**config.mk**
```make
export PLATFORM = sky130hd
export DESIGN_NAME = pn_bit_source
export DESIGN_NICKNAME = d
export VERILOG_FILES = /design/src/rtl/pn_bit_source.sv
export SDC_FILE = /design/constraint.sdc
export NUM_CORES = 1
export LEC_CHECK = 0
export ABC_AREA = 1
export CAP_MARGIN = 10
export CORE_UTILIZATION = 33
export CTS_BUF_LIST = sky130_fd_sc_hd__clkbuf_16
export CTS_CLUSTER_SIZE = 14
export DETAILED_ROUTE_END_ITERATION = 7
export PLACE_DENSITY = 0.52
export SYNTH_ARGS = -nofsm -noshare
export SYNTH_HDL_FRONTEND = slang
export SYNTH_SLANG_ARGS = --single-unit
```
**constraint.sdc**
```tcl
create_clock -name clk -period 2 [get_ports clk]
set_clock_uncertainty 0.1 [all_clocks]
set_input_delay 0.2 -clock clk [delete_from_list [all_inputs] [get_ports clk]]
set_output_delay 0.2 -clock clk [all_outputs]
set_load 0.01 [all_outputs]
```
**src/rtl/pn_bit_source.sv**
```systemverilog
// ---------------------------------------------------------------------------
// pn_bit_source
//
// Serial pseudo-noise bit source. A WIDTH-bit word register is shifted out
// MSB first, one bit per bit period. The bit period is set at run time by a
// programmable divider. At every word boundary the word advances in one of
// three ways: a Fibonacci LFSR step (PN), no change (REPEAT) or a left
// rotate (ROTATE). An all-zero word reaching a PN advance is replaced by
// SEED, and this event is latched in a sticky lockup flag.
//
// Parameters
//   WIDTH   word / LFSR width (4..32)
//   TAPS    feedback mask, bit k set means word[k] is part of the XOR
//   SEED    reset and lockup-recovery word, must be nonzero
//   DIV_W   width of the bit-period divisor
//
// Ports
//   clk          in   single clock, all state updates on its rising edge
//   rst          in   asynchronous active-high reset
//   enable       in   1 runs the divider and serializer, 0 freezes them
//   div          in   bit period minus one, in clk cycles
//   mode         in   00 PN, 01 REPEAT, 10 ROTATE, 11 behaves as PN
//   load         in   synchronous strobe that loads seed_in into the word
//   seed_in      in   word to load on load
//   bit_out      out  current serial code bit (registered)
//   bit_valid    out  one-cycle strobe for each new bit_out
//   frame_start  out  qualifies bit_valid for the first (MSB) bit of a word
//   word_out     out  word currently being serialized
//   lock_err     out  sticky all-zero lockup flag, cleared only by rst
// ---------------------------------------------------------------------------
module pn_bit_source #(
   parameter int               WIDTH = 8,
   parameter logic [WIDTH-1:0] TAPS  = 8'h8E,
   parameter logic [WIDTH-1:0] SEED  = 8'hAA,
   parameter int               DIV_W = 16
) (
   input  logic             clk,
   input  logic             rst,
   input  logic             enable,
   input  logic [DIV_W-1:0] div,
   input  logic [1:0]       mode,
   input  logic             load,
   input  logic [WIDTH-1:0] seed_in,
   output logic             bit_out,
   output logic             bit_valid,
   output logic             frame_start,
   output logic [WIDTH-1:0] word_out,
   output logic             lock_err
);

   localparam int               IDX_W   = $clog2(WIDTH);
   localparam logic [IDX_W-1:0] IDX_TOP = IDX_W'(WIDTH - 1);

   localparam logic [1:0] MODE_PN     = 2'b00;
   localparam logic [1:0] MODE_REPEAT = 2'b01;
   localparam logic [1:0] MODE_ROTATE = 2'b10;
   localparam logic [1:0] MODE_RSVD   = 2'b11;

   logic [WIDTH-1:0] word;
   logic [IDX_W-1:0] idx;
   logic [DIV_W-1:0] cnt;

   logic             tick;
   logic             pn_mode;
   logic             last_bit;
   logic             feedback;
   logic [WIDTH-1:0] advance_word;
   logic             lock_hit;
   logic [WIDTH-1:0] load_word;

   // The divider fires whenever the running count has reached or passed the
   // programmed period. Using >= rather than == means a period shortened
   // mid-count takes effect immediately instead of wrapping the counter.
   assign tick     = enable && (cnt >= div);

   // The reserved mode code behaves exactly like PN, so both are folded here.
   assign pn_mode  = (mode == MODE_PN) || (mode == MODE_RSVD);

   assign last_bit = (idx == '0);
   assign feedback = ^(word & TAPS);

   // Next word at a word boundary. In PN mode an all-zero word would lock
   // the LFSR forever, so it is replaced by SEED and the event is reported
   // through lock_hit so the sticky flag can latch it.
   always_comb begin
      advance_word = word;
      lock_hit     = 1'b0;
      case (mode)
         MODE_REPEAT: begin
            advance_word = word;
         end
         MODE_ROTATE: begin
            advance_word = {word[WIDTH-2:0], word[WIDTH-1]};
         end
         default: begin
            if (word == '0) begin
               advance_word = SEED;
               lock_hit     = 1'b1;
            end else begin
               advance_word = {word[WIDTH-2:0], feedback};
            end
         end
      endcase
   end

   // A zero seed is only dangerous for the LFSR, so it is swapped for SEED
   // in PN mode only; REPEAT and ROTATE may legitimately run an all-zero word.
   assign load_word = ((seed_in == '0) && pn_mode) ? SEED : seed_in;

   // Bit-period divider. A load restarts the period from zero so the first
   // bit of the freshly loaded word gets a full period. With enable low the
   // count is frozen so a paused word resumes with its remaining time.
   always_ff @(posedge clk or posedge rst) begin
      if (rst) begin
         cnt <= '0;
      end else if (load) begin
         cnt <= '0;
      end else if (tick) begin
         cnt <= '0;
      end else if (enable) begin
         cnt <= cnt + DIV_W'(1);
      end
   end

   // Word register and bit index. The index walks from the MSB down to bit
   // zero; after the last bit has been sent the word advances according to
   // the mode sampled on that same cycle and the index returns to the top.
   // A load takes priority over a coincident tick.
   always_ff @(posedge clk or posedge rst) begin
      if (rst) begin
         word <= SEED;
         idx  <= IDX_TOP;
      end else if (load) begin
         word <= load_word;
         idx  <= IDX_TOP;
      end else if (tick) begin
         if (last_bit) begin
            word <= advance_word;
            idx  <= IDX_TOP;
         end else begin
            idx  <= idx - IDX_W'(1);
         end
      end
   end

   // Serial output stage. bit_out keeps its last value between strobes (and
   // across a load), while bit_valid and frame_start are single-cycle pulses
   // that appear only on a tick that is not overridden by a load.
   always_ff @(posedge clk or posedge rst) begin
      if (rst) begin
         bit_out     <= 1'b0;
         bit_valid   <= 1'b0;
         frame_start <= 1'b0;
      end else if (load) begin
         bit_valid   <= 1'b0;
         frame_start <= 1'b0;
      end else if (tick) begin
         bit_out     <= word[idx];
         bit_valid   <= 1'b1;
         frame_start <= (idx == IDX_TOP);
      end else begin
         bit_valid   <= 1'b0;
         frame_start <= 1'b0;
      end
   end

   // Sticky lockup flag. It records that the LFSR ever tried to advance from
   // an all-zero word; only a reset clears it, a later load does not.
   always_ff @(posedge clk or posedge rst) begin
      if (rst) begin
         lock_err <= 1'b0;
      end else if (!load && tick && last_bit && lock_hit) begin
         lock_err <= 1'b1;
      end
   end

   assign word_out = word;

endmodule

```
======== Yosys cells after proc, flatten, opt, wreduce, memory -nomap -nowiden ========
Index checks and enable logic that the tools add are counted.
cells by class
  add/sub/neg operators ................... 2
  $lt $le $gt $ge ......................... 2
  equal/unequal tests ..................... 5
  mux-type cells .......................... 20
  bitwise logic cells ..................... 1
  reductions and logical operators ........ 18
operator list
  operator                                                                       number
  16-bit 2-to-1 mux                                                              3
  8-bit 2-to-1 mux                                                               5
  16-bit by 1-bit adder with 16-bit output (second input constant)               1
  16-bit >= comparator                                                           1
  8-bit logical NOT                                                              2
  8-bit one-hot mux with 2 select lines                                          1
  3-bit 2-to-1 mux                                                               3
  8-bit parity                                                                   1
  1-bit 2-to-1 mux                                                               7
  1-bit logical AND                                                              5
  2-bit equality test (second input constant)                                    2
  3-bit by 4-bit less-than comparator with 1-bit output (second input constant)  1
  2-bit nonzero test                                                             2
  1-bit binary-select mux with 3-bit select                                      1
  3-bit equality test (second input constant)                                    1
  3-bit logical NOT                                                              1
  3-bit AND reduction                                                            1
  3-bit nonzero test                                                             1
  3-bit by 1-bit subtractor with 3-bit output (second input constant)            1
  2-bit by 1-bit equality test with 1-bit output (second input constant)         1
  2-bit logical NOT                                                              1
  2-bit inequality test (second input constant)                                  1
  2-bit AND reduction                                                            1
  2-bit OR reduction                                                             1
  3 further kinds                                                                3
storage, ports and cells
  register bits after elaboration ......... 31
  logic and storage cells ................. 55

======== Depth between registers and ports, before layout ========
Gate-level depths: netlist of run 1.
  depth after elaboration ................. 6
  gate-level depth with buffers ........... 15
  gate-level depth less buffers ........... 15

======== Worst setup path after synthesis of run 1 ========
Ideal clock, no wire load.
  path type ............................... reg-to-reg
  start ................................... register cnt[3]
  end ..................................... register cnt[7]
  arrival time ............................ 1526 ps
  data required time ...................... 1779 ps
  path slack .............................. 253 ps
  cell stages (with the launch flop) ...... 14
  cell sequence ........................... dfrtp_1 ha_1 nand2_1 nor2_1 nor2_1 nand2_1 nand2_1 nand2_1 nand2_1 nand2_2 nand2_1 nand2_2 buf_6 nor2_1
on the way
  word-level cells in the longest chain between the ends .. 4
  elaborated cells on any way between the ends .. 7
RTL lines
  element                                                                           RTL line  RTL
  start: declaration                                                                61        logic [DIV_W-1:0] cnt;
  start signal: assignment                                                          121       cnt <= cnt + DIV_W'(1);
  16-bit by 1-bit adder with 16-bit output or 16-bit >= comparator (tied branches)  121, 74
  16-bit 2-to-1 mux or 1-bit logical AND (tied branches)                            120, 74
  16-bit 2-to-1 mux                                                                 118       end else if (tick) begin
  16-bit 2-to-1 mux                                                                 116       end else if (load) begin
Parallel ways exist; a longest one is shown, timed or not. The select of a mux whose other input is x is not followed.
A chain may end at the register's enable or synchronous reset.

======== Worst setup path after layout of run 1 ========
  start ................................... input div[11]
  end ..................................... register cnt[1]
on the way
  word-level cells in the longest chain between the ends .. 4
  elaborated cells on any way between the ends .. 5
RTL lines
  element                 RTL line  RTL
  start: declaration      40        input logic [DIV_W-1:0] div,
  16-bit >= comparator *  74        assign tick = enable && (cnt >= div);
  1-bit logical AND *     74
  16-bit 2-to-1 mux       118
  16-bit 2-to-1 mux       116
Mark *: on every way between the ends. The rest lies on a longest branch, timed or not.

==> results of run 1 <==
## area by class of cell
| type | instances | area [sq um] |
|---|---|---|
| inverter | 46 | 173 |
| fill | 655 | 3380 |
| clock inverter | 3 | 38.8 |
| tap | 77 | 96.3 |
| timing repair buffer | 60 | 557 |
| clock buffer | 5 | 125 |
| sequential | 31 | 785 |
| multi-input combinational | 221 | 1340 |
## cell families (layout without fill, tap and decap cells)
family | after synthesis | in the layout | synth area share
flops | 31 | 31 | 0.347
fa+ha+maj | 23 | 23 | 0.127
compound gates | 39 | 39 | 0.0941
buf+inv | 50 | 114 | 0.0875
simple gates | 149 | 150 | 0.309
xor+xnor | 9 | 9 | 0.0349
## per-stage QoR
| step | hold slack (ns) | setup slack [ns] |
|---|---|---|
| after floorplan | 0.198 | 0.253 |
| after global placement | 0.366 | -0.248 |
| after detailed placement | 0.365 | -0.288 |
| after CTS | 0.235 | 0.0922 |
| after global routing | 0.274 | -0.0178 |
| final | 0.218 | 0.107 |
## worst paths after layout
| path | from | end | slack (ns) | cells after the start |
|---|---|---|---|---|
| setup / recovery | div[11] | cnt[1]$_DFFE_PP0P_ | 0.11 | 8 |
| hold / removal | rst | cnt[1]$_DFFE_PP0P_ | 0.22 | 3 |
| setup reg to reg | cnt[1]$_DFFE_PP0P_ | word_out[6]$_DFFE_PP0P_ | 0.15 | 13 |
| hold reg to reg | lock_err$_DFFE_PP0P_ | lock_err$_DFFE_PP0P_ | 0.38 | 1 |
| max in group asynchronous | rst | word_out[5]$_DFFE_PP1P_ | 1.24 | 3 |
| min in group clk | lock_err$_DFFE_PP0P_ | lock_err$_DFFE_PP0P_ | 0.38 | 1 |
## layout by cell type, fill, tap and decap left out, types with 3 or more instances in the layout
| cell | n |
|---|---|
| nand3_2 | 3 |
| nor2_1 | 29 |
| clkdlybuf4s50_1 | 41 |
| nand3_1 | 19 |
| ha_1 | 23 |
| nor4_1 | 3 |
| inv_1 | 44 |
| o21ai_0 | 21 |
| nand2_1 | 69 |
| buf_4 | 18 |
| xor2_1 | 5 |
| a21oi_1 | 8 |
| nor3_2 | 4 |
| nand2_4 | 5 |
| nor2_2 | 6 |
| nand2_2 | 3 |
| nand4_1 | 3 |
| dfstp_2 | 7 |
| clkbuf_16 | 5 |
| xnor2_1 | 4 |
| dfrtp_1 | 24 |
## per-layer routing
layer	part of all wire	vias to the layer above	track usage
li1	-	1098	-
met1	0.50	921	0.202
met2	0.46	47	0.259
met3	0.037	4	0.0315
met4	0.0084	0	0.0416
met5	0	-	0
## what timing repair did
item | in CTS | in global routing
pin swaps | 0 | 5
setup buffers | 0 | 0
cloned | 0 | 1
gates resized for setup | 1 | 15
endpoints found under the setup margin | 3 | 11
## where the power goes
| group | switching (mW) | internal, mW |
|---|---|---|
| Clock | 0.269 | 0.580 |
| Combinational | 0.177 | 0.181 |
| Sequential | 0.0424 | 0.674 |
## critical path: stages
cell and delay [ns]:
clkdlybuf4s50_1 0.46, inv_1 0.04, ha_1 0.32, a21oi_1 0.15, o21ai_1 0.10, a21oi_2 0.23, nand4_1 0.22, o21ai_0 0.25
## sequential cells by signal, indices dropped and copies added (netlist names)
signal	cells
bit_out	1
cnt	16
frame_start	1
word_out	8
idx	3
lock_err	1
bit_valid	1
==> impl_metrics.yaml, run 1 <==
yosys:
  synth_most_common_cell: "nand2_1"
  syn_nets: 354
  seq_area_frac_synth: 0.347
  syn_inst: 301
  ys.flop_type: "dfrtp_1"
  synth_area_sq_um: 2260
  synth_cell_types: 32
  yosysTopAreaCell: "dfrtp_1"
  ys_seq_elements: 31
  yosysTopAreaCellShare: 0.266
  synth_edf_count: 0
  ys_warn_count: 0
  ys_async_sr_fraction: 1.00
  synth_area_leaders: "dfrtp_1 (27%), ha_1 (13%), nand2_1 (12%)"
  ys_top_cells_by_count: "nand2_1 (72), inv_1 (44), nor2_1 (29)"
  syn_area_per_cell_sq_um: 7.51
placement:
  portBuffers: 41
  hpwl_microns: 3960
  place.gp.congestion: 0.785
  dp_cells: 434
  dpl_cell_area_sq_um: 2880
layout:
  drive_gt1_frac: 0.175
  final_cells: 443
  final_area_sq_um: 3120
  final_core_util: 0.480
  layout.nets: 418
  antenna_cells: 0
  area_delta_synth_final_pct: 37.9
global_route:
  globalRouteTotalUtil: 0.154
  grt_pass1_vias: 2058
  antenna_found_initial: 0
  grt_max_degree: 32
  grt_pass1_wl_microns: 8850
  grt.overflow.total: 0
route:
  route.detailed.drc: 0
  via_count: 2070
  drt-initial-drc-count: 52
  first_pass_iters: 6
  wl_per_cell_microns: 11.8
  ant_nets: 0
  wirelength_microns: 5240
  via_per_inst: 4.67
floorplanning:
  fp.dieH_microns: 84.8
  die_w_microns: 84.8
  initial_utilization: 0.348
  placementRows: 29
  core-area_sq_um: 6490
  dieArea_sq_um: 7180
  ios: 42
cts:
  cts.path.max_buffers: 2
  cts_tree: "yes"
  cts_buffers: 5
  cts_hold_buf: 0
  clockRootBuffer: "clkbuf_16"
  h-tree-depth: 2
  clk_pin_slew_ns: 0.05
  clock_sinks: 31
  clkLatencyLatePin_ns: 0.27
sta:
  worstMarginPinSlew_ns: 0.431
  period_share: 0.946
  fin_tns_setup_ns: 0
  final-setup-viol-count: 0
  finalHoldViolations: 0
  drv_slew: 0
  slew-limit-headroom: 0.713
  finalCriticalPeriod_ns: 1.89
  fmax_ghz: 0.528
setup_path:
  crit_arrival_ns: 1.97
  worstSetupEndpointType: "register"
  critical_path_peak_fanout: 3
  crit_required_ns: 2.07
  setup.worst_path.class: "in -> reg"
  startpoint_type: "input pin"
flow_run:
  cap_violations: 0
run_status:
  status: "completed"
power_and_ir_drop:
  power_density_nw_per_um2: 617
  ir_worst_vdd_mv: 0.307
  power.leakage_nw: 1.53
  totalPowerFinal_mw: 1.92
worst_hold_path:
  hp-class: "in -> async"
(Power assumes the default switching activity.)
==> inputs of run 2 (changes only) <==
--- a/config.mk
+++ b/config.mk
@@ -8,10 +8,10 @@
 export ABC_AREA = 1
 export CAP_MARGIN = 10
 export CORE_UTILIZATION = 33
-export CTS_BUF_LIST = sky130_fd_sc_hd__clkbuf_16
 export CTS_CLUSTER_SIZE = 14
 export DETAILED_ROUTE_END_ITERATION = 7
 export PLACE_DENSITY = 0.52
+export REMOVE_ABC_BUFFERS = 1
 export SYNTH_ARGS = -nofsm -noshare
 export SYNTH_HDL_FRONTEND = slang
 export SYNTH_SLANG_ARGS = --single-unit
==> constraint.sdc (replaced) <==
create_clock -name clk -period 2 [get_ports clk]
set_clock_uncertainty 0.1 [all_clocks]
set_input_delay 0.4 -clock clk [delete_from_list [all_inputs] [get_ports clk]]
set_output_delay 0.4 -clock clk [all_outputs]
set_load 0.01 [all_outputs]
==> run 2 against run 1 <==
The run now ends with setup timing left. Register-to-register slack about the same. Fmax down 5.7%. Worst hold slack better by 0.18 ns. Global-route usage up 1.5 points. Design area up 6.0%. Wire length up 8.3%. Clock power down 42%. Flip-flop and latch count unchanged. Core utilization up 2.9 points. Sequential power up 0.8%. Largest cell class unchanged. Largest power group is now sequential cells.
==> impl_metrics.yaml, run 2 (synthesis results as in run 1) <==
placement:
  dp_cells: 436
  portBuffers: 41
  place.gp.congestion: 0.805
  hpwl_microns: 4070
  pre_cts_slack_ns: -0.440
global_route:
  globalRouteTotalUtil: 0.169
  met1_usage: 0.221
  grt_pass1_wl_microns: 9490
  grt_pass1_vias: 2079
  use_met2: 0.269
  grt_use_met3: 0.0442
  antenna_found_initial: 0
  busiest_layer: "met2"
  grt.overflow.total: 0
  grt_max_degree: 32
power_and_ir_drop:
  power_density_nw_per_um2: 485
  power.leakage_nw: 1.57
  ir_worst_vdd_mv: 0.211
route:
  drt-initial-drc-count: 90
  first_pass_iters: 4
  route.detailed.drc: 0
  ant_nets: 0
  via_per_inst: 4.88
  wirelength_microns: 5670
  via_count: 2172
  wl_per_cell_microns: 12.7
setup_path:
  worstSetupEndpointType: "register"
  setup.worst_path.class: "in -> reg"
  crit_arrival_ns: 2.11
  critical_path_peak_fanout: 3
  crit_required_ns: 2.11
  rr_worst_depth: 9
  startpoint_type: "input pin"
  reg2reg_slack_ns: 0.14
  rr_endpoint: "word_out[0]$_DFFE_PP0P_"
  critical_path.reg2reg.startpoint: "cnt[8]$_DFFE_PP0P_"
floorplanning:
  ios: 42
  initial_utilization: 0.348
  placementRows: 29
  core-area_sq_um: 6490
  dieArea_sq_um: 7180
  die_w_microns: 84.8
  fp.dieH_microns: 84.8
sta:
  finalWorstSetupSlack_ns: -0.00739
  worstMarginPinSlew_ns: 0.412
  finalCriticalPeriod_ns: 2.01
  final-setup-viol-count: 1
  fmax_ghz: 0.498
  period_share: 1.00
  drv_slew: 0
  finalHoldViolations: 0
  slew-limit-headroom: 0.725
  hold_slack_ns: 0.396
layout:
  largest_reg_flops: 16
  final_core_util: 0.508
  antenna_cells: 0
  final_cell_mix: "nand2_1 (64), inv_1 (34), clkdlybuf4s50_1 (29), nor2_1 (27), dfrtp_1 (24)"
  area_delta_synth_final_pct: 46.1
  final_cells: 445
  drive_gt1_frac: 0.283
  top_register: "cnt"
  final_common_cell: "nand2_1"
  layout.nets: 420
run_status:
  status: "finished with violations"
  failed_checks: "setup timing"
cts:
  h-tree-depth: 2
  clock_sinks: 31
  clockRootBuffer: "clkbuf_8"
  cts_tree: "yes"
  clkLatencyLatePin_ns: 0.29
  cts_buffers: 5
  cts.path.max_buffers: 2
  clk_pin_slew_ns: 0.07
worst_hold_path:
  hp-class: "in -> async"
flow_run:
  cap_violations: 0
run 2: timing repair:
| item | 4_1_cts | 5_1_grt |
|---|---|---|
| pin swaps | 21 | 27 |
| endpoints found under the setup margin | 29 | 28 |
| hold buffers | 0 | 0 |
| setup buffers | 1 | 0 |
| gates resized for setup | 43 | 33 |
run 2: worst max-delay path by stage:
stage	startpoint	to	slack (ns)	cells past startpoint
after global routing	div[15]	cnt[8]$_DFFE_PP0P_	-0.04	9
after CTS	div[14]	cnt[10]$_DFFE_PP0P_	0.001	11
final	div[15]	cnt[8]$_DFFE_PP0P_	-0.007	9
after floorplan	div[11]	idx[0]$_DFFE_PP1P_	0.20	9
after global placement	div[9]	idx[0]$_DFFE_PP1P_	-0.43	11
after detailed placement	div[9]	idx[0]$_DFFE_PP1P_	-0.44	11
run 2: layout make-up:
class	count	area [sq um]
timing repair buffer	63	611
fill	626	3190
inverter	46	173
tap	77	96.3
sequential	31	785
multi-input combinational	220	1560
clock inverter	1	5.00
clock buffer	7	76.3
run 2: critical path: stages:
cell	delay (ns)
clkdlybuf4s50_1	0.45
inv_1	0.06
ha_4	0.22
a21oi_2	0.14
o21ai_2	0.07
a21oi_2	0.21
buf_4	0.16
nand4_1	0.20
o22ai_1	0.21
run 2: metal layers:
layer	routed length (microns)	vias up
met3	264	12
met4	111	0
met2	2580	53
li1	-	1100
met1	2720	1007
met5	0	-
run 2: through the flow:
stage	TNS [ns]	total power, mW	cell area [sq um]
CTS	0	1.60	3170
detailed placement	-11.92	1.09	2910
global route	-0.0651	1.70	3300
global placement	-11.32	1.08	2910
finish	-0.00739	1.60	3300
floorplan	0	0.896	2230
run 2: report_power, final:
| group | internal (mW) | switching [mW] |
|---|---|---|
| logic | 0.194 | 0.193 |
| registers | 0.673 | 0.0497 |
| clock network | 0.244 | 0.248 |
==> patch, RTL diff (flow settings as in run 2) <==
`TAPS`: 8'h8E -> 8'h80.
--- a/src/rtl/pn_bit_source.sv
+++ b/src/rtl/pn_bit_source.sv
@@ -30,7 +30,7 @@
 // ---------------------------------------------------------------------------
 module pn_bit_source #(
    parameter int               WIDTH = 8,
-   parameter logic [WIDTH-1:0] TAPS  = 8'h8E,
+   parameter logic [WIDTH-1:0] TAPS  = 8'h80,
    parameter logic [WIDTH-1:0] SEED  = 8'hAA,
    parameter int               DIV_W = 16
 ) (
Check against the original RTL: not equivalent (Yosys sat finds a counterexample within 10 cycles, from zero or initial values and one cycle with rst high).
==> patch against run 2 <==
  * The flow finishes with violations (DRC)
  * Routed wire length rose by 0.53%
  * Largest cell class unchanged
  * Power fell by 0.37%
  * Sequential cell count did not move
  * First-iteration DRC count fell by 30%
  * Final area fell by 0.42%
  * Critical path depth rose by 2
  * Highest routed layer unchanged
  * Setup slack improved by 0.053 ns
  * Area after synthesis fell by 1.7%
==> patch: results (changes against run 2) <==
Static Leak: 1.58 nW (+0.85%)
share of cells above drive strength 1: 26.0% (-2.2 points)
Synth cell types: 29 (-9.4%)
Worst Path Arrival: 2.03 ns (-0.08 ns)
Gate power share: 23.1% (-1.1 points)
met3 usage: 2.97% (-1.5 points)
Clock Power: 518 uW (+5.3%)
worst r2r dst: word_out[6]
grt peak-use layer: met2
Pwr Density: 485 nW/um^2 (about the same)
Seq/Total Area, Yosys: 35.3% (+0.59 points)
Tot GR Track Use: 16.9% (-0.039 points)
Final non-clock buffer share: 17.2% (-1.3 points)
Reg2Reg Depth: 14 (+5)
Finished Cell Area: 3290 sq um (-0.42%)
delay-heaviest family, CP: simple AND/OR/NAND/NOR gates
Buffers excl. clock: 59 (-6.3%)
outcome: complete, but fails checks
R2R setup slack: 0.10 ns (-0.04 ns)
Hold WC Path Type: reg -> reg
met3 wire len: 201 um (-24%)
CTS resizes: 30 (-30%)
sequential share of cell area: 23.9% (+0.14 points)
Final GP Congestion: 0.811 (+0.77%)
Layout area overhead: 48.0%
Relative slew margins: 71.8% (-0.66 points)
Synth area leaders: dfrtp_1 (27%), ha_1 (12%), nand2_1 (12%)
invs w/o clock: 52 (+13%)
worst-path fanout max: 8 (+5)
Multi-In Gates: 211 (-4.1%)
multi-input combinational area share: 47.1% (about the same)
Routed WL per cell: 13.0 um (+2.1%)
switching power: 470 uW (-4.2%)
Vias: 2085 (-4.0%)
RR Startpoint: cnt[0]
CP peak stage delay: 0.45 ns (about the same)
maximum VDD drop: 0.000259 V (+23%)
DP Wirelength: 3990 um (-2.1%)
DRT Pass-1 Iters: 6 (+2)
vias in the first global route: 2045 (-1.6%)
clk tree area frac: 2.78% (+0.31 points)
crit path max-delay cell type: clkdlybuf4s50_1
most instantiated cells after synthesis: nand2_1 (69), inv_1 (51), nor2_1 (27)
final hold slack: 0.381 ns (-0.0146 ns)
first-pass GRT wire length: 9470 um (-0.15%)
initial DRC count: 63 (-30%)
GR Util met2: 28.0% (+1.1 points)
worst hold start: lock_err
CTS root buf: clkbuf_8
met1 wire length: 2580 um (-5.1%)
final setup vio count: 0 (-1)
met2 wire length: 2820 um (+9.4%)
Yosys warning count: 0 (unchanged)
placed cell area: 2820 sq um (-3.2%)
Largest register FFs: 16 (unchanged)
DRC violations left: 3 (+3)
violated checks: DRC
met1 Use GR: 22.1% (about the same)
Nets: 412 (-1.9%)
# fillers: 641 (+2.4%)
patch: stage by stage:
step                std cells  worst slack (ns)
floorplan                 292             0.232
global placement          427            -0.480
detailed placement        427            -0.547
CTS                       438           0.00149
global route              438           -0.0297
finish                    438            0.0459
patch: worst max path at each step:
| stage | startpoint | to | slack [ns] |
|---|---|---|---|
| after floorplan | div[11] | idx[0] | 0.23 |
| after detailed placement | div[3] | idx[1] | -0.55 |
| final | div[14] | word_out[6] | 0.05 |
| after global placement | div[11] | cnt[10] | -0.48 |
| after CTS | div[9] | word_out[6] | 0.001 |
| after global routing | div[14] | word_out[0] | -0.03 |
patch: cell families (layout without fill, tap and decap cells):
family,after synthesis,in the layout,synth area share [%]
adders and majority gates,22,22,12.4
and+or+nand+nor,143,145,29.4
DFF,31,31,35.3
buffers and inverters,58,119,10.5
xor gates and xnor gates,11,11,4.34
AOI/OAI and AO/OA,33,33,8.11
